===== src/rtl/fc_pkg.sv =====
// Shared types and constants for the fully-connected node datapath.
package fc_pkg;

    typedef logic signed [7:0]  act_t;
    typedef logic signed [15:0] acc_t;

    typedef enum logic [1:0] {
        R_IDLE,
        R_FETCH,
        R_SEND
    } rd_state_t;

    localparam int ACT_MAX = 127;
    localparam int ACT_MIN = -128;

endpackage


===== src/rtl/act_requant.sv =====
// Combinational requantizer: optional ReLU, round-half-up arithmetic shift, saturate to 8 bits.
module act_requant
    import fc_pkg::*;
(
    input  acc_t       x_i,
    input  logic       relu_en_i,
    input  logic [3:0] shift_amt_i,
    output act_t       y_o,
    output logic       sat_o
);

    localparam logic signed [16:0] HI = 17'(ACT_MAX);
    localparam logic signed [16:0] LO = 17'(ACT_MIN);

    logic signed [16:0] v;
    logic signed [16:0] sum;
    logic signed [16:0] r;

    always_comb begin
        v     = (relu_en_i && x_i < 0) ? 17'sd0 : $signed({x_i[15], x_i});
        sum   = v;
        r     = v;
        if (shift_amt_i != 4'd0) begin
            // One extra bit keeps the rounding add from wrapping at +32767.
            sum = v + (17'sd1 <<< (shift_amt_i - 4'd1));
            r   = sum >>> shift_amt_i;
        end
        sat_o = 1'b0;
        y_o   = r[7:0];
        if (r > HI) begin
            y_o   = 8'(ACT_MAX);
            sat_o = 1'b1;
        end else if (r < LO) begin
            y_o   = 8'(ACT_MIN);
            sat_o = 1'b1;
        end
    end

endmodule


===== src/rtl/fc_act_writeback.sv =====
// Requantizes node accumulations into a ping-pong activation buffer and streams full vectors out.
module fc_act_writeback
    import fc_pkg::*;
#(
    parameter int NODES = 200,
    parameter int DW    = 16,
    parameter int OW    = 8,
    parameter int IW    = $clog2(NODES)
) (
    input  logic          clk,
    input  logic          rst,
    input  logic          in_valid,
    input  logic [DW-1:0] in_x,
    output logic          in_ready,
    input  logic          relu_en,
    input  logic [3:0]    shift_amt,
    output logic          out_valid,
    input  logic          out_ready,
    output logic [OW-1:0] out_data,
    output logic [IW-1:0] out_idx,
    output logic          out_last,
    output logic          sat_pulse
);

    localparam logic [IW-1:0] LAST_IDX = IW'(NODES - 1);

    act_t          mem_q [2][NODES];
    logic [1:0]    full_q, full_d;
    logic          wr_bank_q, rd_bank_q;
    logic [IW-1:0] wr_cnt_q, out_idx_q, nxt_idx;
    logic          s1_valid_q, sat_pulse_q, out_valid_q;
    act_t          s1_data_q, rd_word_q, out_data_q;
    rd_state_t     rd_state_q, rd_state_d;

    act_t          rq_y;
    logic          rq_sat, accept, last_wr;
    logic          rd_issue, rd_load, rd_adv, rd_free;

    act_requant u_requant (
        .x_i         (acc_t'(in_x)),
        .relu_en_i   (relu_en),
        .shift_amt_i (shift_amt),
        .y_o         (rq_y),
        .sat_o       (rq_sat)
    );

    // Look-ahead: the element in stage 1 completes this bank, so the next accept lands in the other one.
    assign last_wr  = s1_valid_q && (wr_cnt_q == LAST_IDX);
    assign in_ready = !rst && !full_q[wr_bank_q] && !(last_wr && full_q[~wr_bank_q]);
    assign accept   = in_valid && in_ready;
    assign nxt_idx  = out_idx_q + IW'(1);

    always_comb begin
        rd_state_d = rd_state_q;
        rd_issue   = 1'b0;
        rd_load    = 1'b0;
        rd_adv     = 1'b0;
        rd_free    = 1'b0;
        case (rd_state_q)
            R_IDLE: begin
                if (full_q[rd_bank_q]) begin
                    rd_issue   = 1'b1;
                    rd_state_d = R_FETCH;
                end
            end
            R_FETCH: begin
                rd_load    = 1'b1;
                rd_state_d = R_SEND;
            end
            R_SEND: begin
                if (out_ready) begin
                    if (out_idx_q == LAST_IDX) begin
                        rd_free    = 1'b1;
                        rd_state_d = R_IDLE;
                    end else begin
                        rd_adv = 1'b1;
                    end
                end
            end
            default: rd_state_d = R_IDLE;
        endcase
    end

    // Write side and read side never touch the same bank's flag on one edge.
    always_comb begin
        full_d = full_q;
        if (last_wr) full_d[wr_bank_q] = 1'b1;
        if (rd_free) full_d[rd_bank_q] = 1'b0;
    end

    always_ff @(posedge clk) begin
        if (s1_valid_q) mem_q[wr_bank_q][wr_cnt_q] <= s1_data_q;
    end

    always_ff @(posedge clk or posedge rst) begin
        if (rst) begin
            s1_valid_q  <= 1'b0;
            s1_data_q   <= '0;
            sat_pulse_q <= 1'b0;
            wr_cnt_q    <= '0;
            wr_bank_q   <= 1'b0;
            full_q      <= 2'b00;
        end else begin
            s1_valid_q  <= accept;
            sat_pulse_q <= accept && rq_sat;
            full_q      <= full_d;
            if (accept) s1_data_q <= rq_y;
            if (s1_valid_q) begin
                if (last_wr) begin
                    wr_cnt_q  <= '0;
                    wr_bank_q <= ~wr_bank_q;
                end else begin
                    wr_cnt_q <= wr_cnt_q + IW'(1);
                end
            end
        end
    end

    always_ff @(posedge clk or posedge rst) begin
        if (rst) begin
            rd_state_q  <= R_IDLE;
            rd_bank_q   <= 1'b0;
            rd_word_q   <= '0;
            out_data_q  <= '0;
            out_idx_q   <= '0;
            out_valid_q <= 1'b0;
        end else begin
            rd_state_q <= rd_state_d;
            if (rd_issue) rd_word_q <= mem_q[rd_bank_q][0];
            if (rd_load) begin
                out_data_q  <= rd_word_q;
                out_idx_q   <= '0;
                out_valid_q <= 1'b1;
            end
            // Prefetch straight into the output register to sustain one element per cycle.
            if (rd_adv) begin
                out_data_q <= mem_q[rd_bank_q][nxt_idx];
                out_idx_q  <= nxt_idx;
            end
            if (rd_free) begin
                out_valid_q <= 1'b0;
                out_idx_q   <= '0;
                rd_bank_q   <= ~rd_bank_q;
            end
        end
    end

    assign out_valid = out_valid_q;
    assign out_data  = OW'(out_data_q);
    assign out_idx   = out_idx_q;
    assign out_last  = out_valid_q && (out_idx_q == LAST_IDX);
    assign sat_pulse = sat_pulse_q;

endmodule


===== config.mk =====
export PLATFORM = sky130hd
export DESIGN_NAME = fc_act_writeback
export DESIGN_NICKNAME = d
export VERILOG_FILES = /design/src/rtl/fc_pkg.sv /design/src/rtl/act_requant.sv /design/src/rtl/fc_act_writeback.sv
export SDC_FILE = /design/constraint.sdc
export NUM_CORES = 2
export LEC_CHECK = 0
export CAP_MARGIN = 10
export CORE_AREA = 2 2 478 480
export DETAILED_ROUTE_END_ITERATION = 6
export DIE_AREA = 0 0 480 482
export HOLD_SLACK_MARGIN = 0.02
export PLACE_DENSITY = 0.75
export SLEW_MARGIN = 15
export SYNTH_ARGS = -nofsm -noshare
export SYNTH_HDL_FRONTEND = slang
export SYNTH_SLANG_ARGS = --single-unit

===== constraint.sdc =====
create_clock -name clk -period 6.3 [get_ports clk]
set_clock_uncertainty 0.15 [all_clocks]
set_input_delay 1.26 -clock clk [delete_from_list [all_inputs] [get_ports clk]]
set_output_delay 1.26 -clock clk [all_outputs]
set_load 0.05 [all_outputs]

==> results.ini <==
[clock_tree]
cts-root-buf = clkbuf_16
clk_pin_slew_ps = 60
clock_latency_ps = 950
clock_sinks = 3249
numCtsBuffers = 318
cts_buffer_depth = 4
cts_tree = done
hold_buffers = 0
htreeDepth = 5
cts_resized = 0
cts_setup_buffers = 0

[timing]
relSlewSlack = 0.143
rsz0062_at_grt = false
layout_min_cycle_time_ps = 6000
max_freq_mhz = 167
setup-violations-final = 0
tightest_slew_ps = 1280
min_period_over_period = 0.952
fin_setup_tns_ps = 0
hold_violations = 0
final_max_slew_viol_count = 0

[route]
drt-total-wl_um = 307000
drt_iter0_drc = 8811
drc_errors = 2
viasPerCell = 6.71
wl_per_cell_um = 32.8
via_count = 62700
antenna_left = 0
dr.pass1.iters = 7

[synthesis]
synthFlopType = edfxtp_1
syn_inst = 5956
yosysTopAreaCell = edfxtp_1
ys_seq_area_frac = 0.759
async_flop_share = 0.0151
ys_seq_elements = 3249
synth.avg_cell_area_um2 = 21.5
synth_cell_types = 81
syn_area_um2 = 128000
synth_warnings = 0
synthTopCellsByArea = edfxtp_1, mux4_2, nor2_1
synth_edf_count = 3200
synth.top_cell.area_share = 0.749
syn-num-nets = 6003

[cells_and_area]
layout-drive-gt1-share = 0.258
mostFrequentLayoutCell = edfxtp_1
layout_common_cells = edfxtp_1, mux4_2, nor2_1
final_nets = 6162
area_growth_pct = 11.2

[worst_hold_path]
min_to = rd_word_q[4]
hold_path_class = reg -> reg
min_path_cells = 2
min_from = rd_word_q[4]

[floorplan]
coreArea_um2 = 226000
num_io_pins = 45
die_h_um = 482
fp.dieW_um = 480
dieArea_um2 = 231000
rows = 175
initial_core_util = 0.567

[placement]
io_buffer_count = 44
place.gp.congestion = 0.863
dp_hpwl_um = 177000

[global_route]
first_global_vias = 63400
grt_usage = 0.268
antenna_found_initial = 12
grt_pass1_wl_um = 447000
grt_overflow = 0
grt_max_degree = 243

[critical_path]
worstReg2RegStart = rd_bank_q
critical_path_class = reg -> out
worst_r2r_path_depth = 11
required_ps = 4890
cp_max_fo = 10
cp-start-kind = flip-flop
arrival_ps = 4590
r2r-end = out_data[5]
r2r_slack_ps = 1460
cp-end-kind = output pin

[power]
ir_drop_v = 0.000353
finalPower_mw = 48.5
leakagePower_nw = 42.6
power.density_nw_per_um2 = 340

[run_status]
violations = DRC
status = finished with violations

[flow_run]
cap_violations = 0

## worst max-delay path by stage
stage | start | to | cells after the start
2_1_floorplan | s1_data_q[6] | s1_data_q[6] | 3
3_5_place_dp | relu_en | sat_pulse | 15
6_report | wr_cnt_q[2] | in_ready | 7
5_1_grt | wr_cnt_q[2] | in_ready | 7
4_1_cts | wr_cnt_q[2] | in_ready | 7
3_3_place_gp | in_x[15] | sat_pulse | 15
## synth_stat cells, drive strengths merged (15+ instances only)
cell type,number
edfxtp,3200
a21oi,52
o21ai,67
dfrtp,49
mux2i,35
nand2,315
mux4,1002
nor2,458
and2,25
nor3,15
inv,18
a311oi,30
nand3,95
clkbuf,203
ha,21
buf,151
xnor2,16
and3,36
## final cells by class
type,instances,area (um^2)
flip-flops and latches,3249,97400
well taps,3009,3760
repair buffers,193,1970
inverters,18,67.6
clock inverters,153,1450
fillers,14500,83700
clock buffers,397,8500
diodes,2,5.00
multi-input cells,2335,29600
## layer usage
metal  vias up  track usage  share of wire
met3       603       0.0561           0.10
met1     33100        0.378           0.37
met4        12       0.0964          0.039
li1      25200            -              -
met5         -            0        0.00025
met2      3873        0.424           0.48
## through the flow
stage,hold WS (ps),std cells,util,worst slack [ps],instance area [um^2]
4_1_cts,352,9353,0.630,313,143000
6_report,353,9356,0.630,302,143000
2_1_floorplan,299,5956,-,112,128000
3_5_place_dp,330,8803,0.586,199,133000
3_3_place_gp,317,8802,0.586,210,133000
5_1_grt,359,9355,0.630,106,143000
## cell families after synthesis
group,count (synthesis),share of synthesized area
fa+ha+maj,22,0.00220
flops,3249,0.759
xor+xnor,28,0.00191
simple gates,993,0.0324
compound gates,250,0.0136
mux,1042,0.179
buf+inv,372,0.0122
## flip-flops by register name, indices dropped and copies added, names as in the netlist
signal / count
full_q: 2
mem_q: 3200
out_data: 8
out_idx: 8
out_valid: 1
rd_bank_q: 1
rd_state_q: 2
rd_word_q: 8
s1_data_q: 8
s1_valid_q: 1
sat_pulse: 1
wr_bank_q: 1
wr_cnt_q: 8
## worst max-delay path, stage by stage (launching register included)
cell and delay (ps):
dfrtp_1 510, nor2b_1 530, nand2_1 150, nor2b_1 580, o21ai_0 200, a21oi_1 590, nor2_1 290, clkdlybuf4s50_1 780
## where the power goes
| part | switching (mW) | internal [mW] | total, mW |
|---|---|---|---|
| Sequential | 0.117 | 23.6 | 23.7 |
| Combinational | 3.84 | 2.46 | 6.31 |
| Clock | 7.77 | 10.7 | 18.5 |
Note: power is estimated with default switching activity, not from simulation.
